===== src/rtl/tile_update_master.sv =====
// Avalon-MM write master that drains a FIFO of {x, y, type} tile updates into
// the tile peripheral as three ordered register writes, optionally gated to vblank.
module tile_update_master #(
    parameter int DEPTH       = 16,
    parameter bit GATE_VBLANK = 1'b1,
    parameter int BASE_ADDR   = 0
) (
    input  logic                     clk,
    input  logic                     reset_n,
    input  logic                     s_valid,
    output logic                     s_ready,
    input  logic [7:0]               s_x,
    input  logic [7:0]               s_y,
    input  logic [7:0]               s_type,
    input  logic                     vblank,
    output logic                     m_chipselect,
    output logic                     m_write,
    output logic [2:0]               m_address,
    output logic [7:0]               m_writedata,
    input  logic                     m_waitrequest,
    output logic [$clog2(DEPTH):0]   level,
    output logic                     busy
);

    localparam int AW = $clog2(DEPTH);
    localparam logic [2:0] ADDR_X = 3'(BASE_ADDR);
    localparam logic [2:0] ADDR_Y = ADDR_X + 3'd1;
    localparam logic [2:0] ADDR_T = ADDR_X + 3'd2;

    typedef enum logic [1:0] {IDLE, WR_X, WR_Y, WR_T} state_t;

    logic [23:0]   mem_q [DEPTH];
    logic [AW-1:0] wr_ptr_q, wr_ptr_d;
    logic [AW-1:0] rd_ptr_q, rd_ptr_d;
    logic [AW:0]   level_q, level_d;
    state_t        state_q, state_d;
    logic [2:0]    addr_q, addr_d;
    logic [7:0]    data_q, data_d;
    logic [7:0]    y_q, y_d;
    logic [7:0]    t_q, t_d;
    logic          push, pop, start, launch;
    logic [23:0]   head;

    assign s_ready = (level_q != (AW+1)'(DEPTH));
    assign push    = s_valid && s_ready;
    assign head    = mem_q[rd_ptr_q];
    // vblank only matters at the moment a new triple is launched.
    assign start   = (level_q != '0) && (!GATE_VBLANK || vblank);

    always_comb begin
        wr_ptr_d = push ? wr_ptr_q + AW'(1) : wr_ptr_q;
        rd_ptr_d = pop  ? rd_ptr_q + AW'(1) : rd_ptr_q;
        level_d  = level_q + (AW+1)'(push) - (AW+1)'(pop);
    end

    always_comb begin
        state_d = state_q;
        addr_d  = addr_q;
        data_d  = data_q;
        y_d     = y_q;
        t_d     = t_q;
        launch  = 1'b0;
        case (state_q)
            IDLE: launch = start;
            WR_X: if (!m_waitrequest) begin
                state_d = WR_Y;
                addr_d  = ADDR_Y;
                data_d  = y_q;
            end
            WR_Y: if (!m_waitrequest) begin
                state_d = WR_T;
                addr_d  = ADDR_T;
                data_d  = t_q;
            end
            WR_T: if (!m_waitrequest) begin
                if (start) begin
                    launch = 1'b1;
                end else begin
                    state_d = IDLE;
                    addr_d  = '0;
                    data_d  = '0;
                end
            end
            default: state_d = IDLE;
        endcase
        // Popping straight from WR_T keeps back-to-back updates at 3 cycles each.
        if (launch) begin
            state_d = WR_X;
            addr_d  = ADDR_X;
            data_d  = head[23:16];
            y_d     = head[15:8];
            t_d     = head[7:0];
        end
        pop = launch;
    end

    always_ff @(posedge clk) begin
        if (push) begin
            mem_q[wr_ptr_q] <= {s_x, s_y, s_type};
        end
    end

    always_ff @(posedge clk or negedge reset_n) begin
        if (!reset_n) begin
            wr_ptr_q <= '0;
            rd_ptr_q <= '0;
            level_q  <= '0;
            state_q  <= IDLE;
            addr_q   <= '0;
            data_q   <= '0;
            y_q      <= '0;
            t_q      <= '0;
        end else begin
            wr_ptr_q <= wr_ptr_d;
            rd_ptr_q <= rd_ptr_d;
            level_q  <= level_d;
            state_q  <= state_d;
            addr_q   <= addr_d;
            data_q   <= data_d;
            y_q      <= y_d;
            t_q      <= t_d;
        end
    end

    assign m_write      = (state_q != IDLE);
    assign m_chipselect = m_write;
    assign m_address    = addr_q;
    assign m_writedata  = data_q;
    assign level        = level_q;
    assign busy         = (state_q != IDLE) || (level_q != '0);

endmodule


===== config.mk =====
export PLATFORM = sky130hd
export DESIGN_NAME = tile_update_master
export DESIGN_NICKNAME = d
export VERILOG_FILES = /design/src/rtl/tile_update_master.sv
export SDC_FILE = /design/constraint.sdc
export NUM_CORES = 1
export LEC_CHECK = 0
export ABC_AREA = 0
export CAP_MARGIN = 20
export CORE_MARGIN = 4
export CORE_UTILIZATION = 50
export DETAILED_ROUTE_END_ITERATION = 10
export GPL_TIMING_DRIVEN = 0
export PLACE_DENSITY = 0.67
export SLEW_MARGIN = 10
export SYNTH_ARGS = -nofsm -noshare
export SYNTH_HDL_FRONTEND = slang
export SYNTH_SLANG_ARGS = --single-unit

===== constraint.sdc =====
create_clock -name clk -period 7.3 [get_ports clk]
set_clock_uncertainty 0.15 [all_clocks]
set_input_delay 2.19 -clock clk [delete_from_list [all_inputs] [get_ports clk]]
set_output_delay 2.19 -clock clk [all_outputs]
set_load 0.01 [all_outputs]

==> results.toml <==
[logic_synthesis]
synth_ff_type = "edfxtp_1"
synth-seq-cells = 425
synth.largest_area_cell = "edfxtp_1"
synth_top_area_share = 0.692
synth.avg_cell_area_um2 = 21.1
synth_edf_count = 384
netlist_instances = 788
synth.most_common_cell = "edfxtp_1"
synthArstFlopShare = 0.0965
ys.warnings.count = 0
synth.distinct_cells = 42
synthTopCellsByCount = "edfxtp_1, mux4_2, mux2i_1"
synthesis.area_mm2 = 0.0167
synth_area_leaders = "edfxtp_1, mux4_2, dfrtp_1"
syn-num-nets = 833
ys_seq_area_frac = 0.754

[floorplanning]
initial_utilization = 0.509
core_mm2 = 0.0327
rows = 66
dieHeight_um = 191
num_io_pins = 49
fp.dieArea_mm2 = 0.0363
dieWidth_um = 191

[worst_setup_path]
cp-end-kind = "flop"
worstPathRequired_ns = 7.61
path_class = "in2reg"
critical_path_buf_inv_count = 5
cp_slowest_stage_delay_ns = 0.45
slowest_stage = "clkdlybuf4s50_1"
crit_path_max_fanout = 10
arrival_ns = 5.13
crit_path_start_kind = "input pin"
cp_cell_sequence = "clkdlybuf4s50_1 > nor2b_1 > o2111a_1 > buf_2 > buf_2 > nand2_1 > nand2_1 > ha_1 > inv_1 > fa_1 > inv_1 > a21oi_1 > o21bai_1 > xnor2_1"
path_delay_family = "buffers and inverters"

[drt]
wl_met1_um = 15500
routed_via_density = 5.82
routed_wl_um = 35700
wl_per_cell_um = 25.8
met2_length_um = 17300
top_layer_used = "met4"
drtAntennaViolNets = 0
wl_met3_um = 1840
drtIter0Drc = 673
vias = 8050
drc = 0
dr.pass1.iters = 5

[clock_tree]
cts_sinks = 425
post_cts_buffers = 0
cts_tree = "built"
cts_resized = 0
htree_levels = 2
cts-buffers-inserted = 44
cts_buffer_depth = 3
insertion_delay_ns = 0.54
cts.clk_slew.worst_paths_ns = 0.06
hold_buffers = 0
cts_root_buf = "clkbuf_16"

[finish]
area_growth_pct = 17.8
fillCellCount = 2330
layoutNonFillerInstCount = 1383
multi_input_area_mm2 = 0.00387
drive_above_1_share = 0.256
nets = 952
final_core_util = 0.600
seqCellArea_mm2 = 0.0126
antennaDiodeCount = 0

[timing]
max_slew_margin = 0.374
fmax_ghz = 0.207
layout_min_cycle_time_ns = 4.82
finalMaxSlewViolations = 0
setup_viol = 0
holdWs_ns = 0.416
min_period_over_period = 0.661
final_hold_viol_count = 0
rsz0062_at_grt = "false"
finalSetupTns_ns = 0
worstMarginPinSlew_ns = 0.939

[outcome]
status = "completed"

[global_routing]
grt_antenna_before_repair = 0
grt_pass1_vias = 8481
grt_pass1_wl_um = 54400
globalRouteOverflowTotal = 0
grt_usage = 0.202
grt_max_degree = 25

[power_and_ir_drop]
power_mw = 7.48
ir_worst_vdd_v = 0.000203
power.leakage_nw = 6.44
p_per_area_mw_per_mm2 = 381

[job]
drv_cap = 0

[place]
numPortBuffers = 47
place_hpwl_um = 23300
place_congestion = 0.776
dp.cells = 1303

[min_path]
min_path_type = "reg2reg"
## logic make-up (layout without fill, tap and decap cells)
group / count (synthesis) / in the layout / share of synthesized area
other: 1 / 1 / 0.000225
buffers and inverters: 63 / 216 / 0.0177
multiplexers: 138 / 138 / 0.155
AND/OR/NAND/NOR: 74 / 74 / 0.0231
XOR/XNOR: 10 / 10 / 0.00526
flip-flops: 425 / 425 / 0.754
AO/OA/AOI/OAI: 61 / 61 / 0.0323
adder cells (fa/ha/maj): 16 / 16 / 0.0125
## path summary, 6_finish.rpt
| path | startpoint | to | slack [ns] | cells after the start |
|---|---|---|---|---|
| max | m_waitrequest | level[4] | 2.48 | 14 |
| min | level[0] | level[0] | 0.42 | 1 |
| max reg2reg | state_q[0] | level[4] | 3.81 | 14 |
| min reg2reg | level[0] | level[0] | 0.42 | 1 |
| max in group asynchronous | reset_n | y_q[3] | 4.98 | 2 |
| min in group asynchronous | reset_n | m_writedata[0] | 1.50 | 1 |
## final cells by class
| cell class | count | share of cell area |
|---|---|---|
| sequential | 425 | 0.640 |
| multi-input combinational | 300 | 0.197 |
| clock buffer | 51 | 0.0591 |
| timing repair buffer | 73 | 0.0424 |
| tap | 442 | 0.0282 |
| clock inverter | 29 | 0.0178 |
| buffer | 46 | 0.0117 |
| inverter | 17 | 0.00325 |
## through the flow
step | cell area [um2] | worst slack [ns]
after floorplan | 16700 | 2.05
after global placement | 17700 | -1.37
after detailed placement | 18100 | 1.95
after CTS | 19600 | 2.49
after global routing | 19600 | 2.25
final | 19600 | 2.48
## worst register-to-register path: cells and delay by family, from the launching register on
kind                       cells  cell delay, ns
adders and majority gates      3            0.90
buffers and inverters          4            0.81
AOI/OAI and AO/OA              3            0.52
and+or+nand+nor                3            0.49
DFF                            1            0.43
xor gates and xnor gates       1            0.13
## flip-flops by register name, summed over array words and instances, names as in the netlist
| name | flops |
|---|---|
| t_q | 8 |
| level | 5 |
| mem_q | 384 |
| state_q | 2 |
| wr_ptr_q | 4 |
| m_writedata | 8 |
| y_q | 8 |
| m_address | 2 |
| rd_ptr_q | 4 |
## layer usage
metal / GRT usage / vias up
met5: 0 / -
met4: 0.0599 / 0
met3: 0.0328 / 60
met2: 0.322 / 237
met1: 0.294 / 4259
li1: - / 3494
## power by group
group	leakage, nW	total (mW)	internal (mW)	switching (mW)
Clock	0.735	2.32	1.42	0.898
Sequential	3.95	3.12	2.99	0.132
Combinational	1.76	2.04	0.919	1.12
## cells in the final DEF (no fill, tap or decap), drive strengths merged, types with 2 or more instances in the layout
cell	netlist	routed
mux2i	42	42
o221ai	8	8
buf	29	56
nand2b	2	2
clkbuf	17	68
nor2	24	24
or3	8	8
bufinv	0	8
nand4	2	2
xnor2	8	8
nand2	11	11
a22o	8	8
a211oi	2	2
dfrtp	41	41
and2	11	11
ha	15	15
nor3	2	2
nor2b	2	2
or2	2	2
xor2	2	2
a221oi	16	16
o21ai	3	3
nor4	4	4
clkdlybuf4s50	0	46
inv	17	19
mux4	96	96
nor3b	2	2
nand3	2	2
o22ai	16	16
edfxtp	384	384
a21oi	3	3
clkinv	0	18
Power figures use the tool's default switching activity.
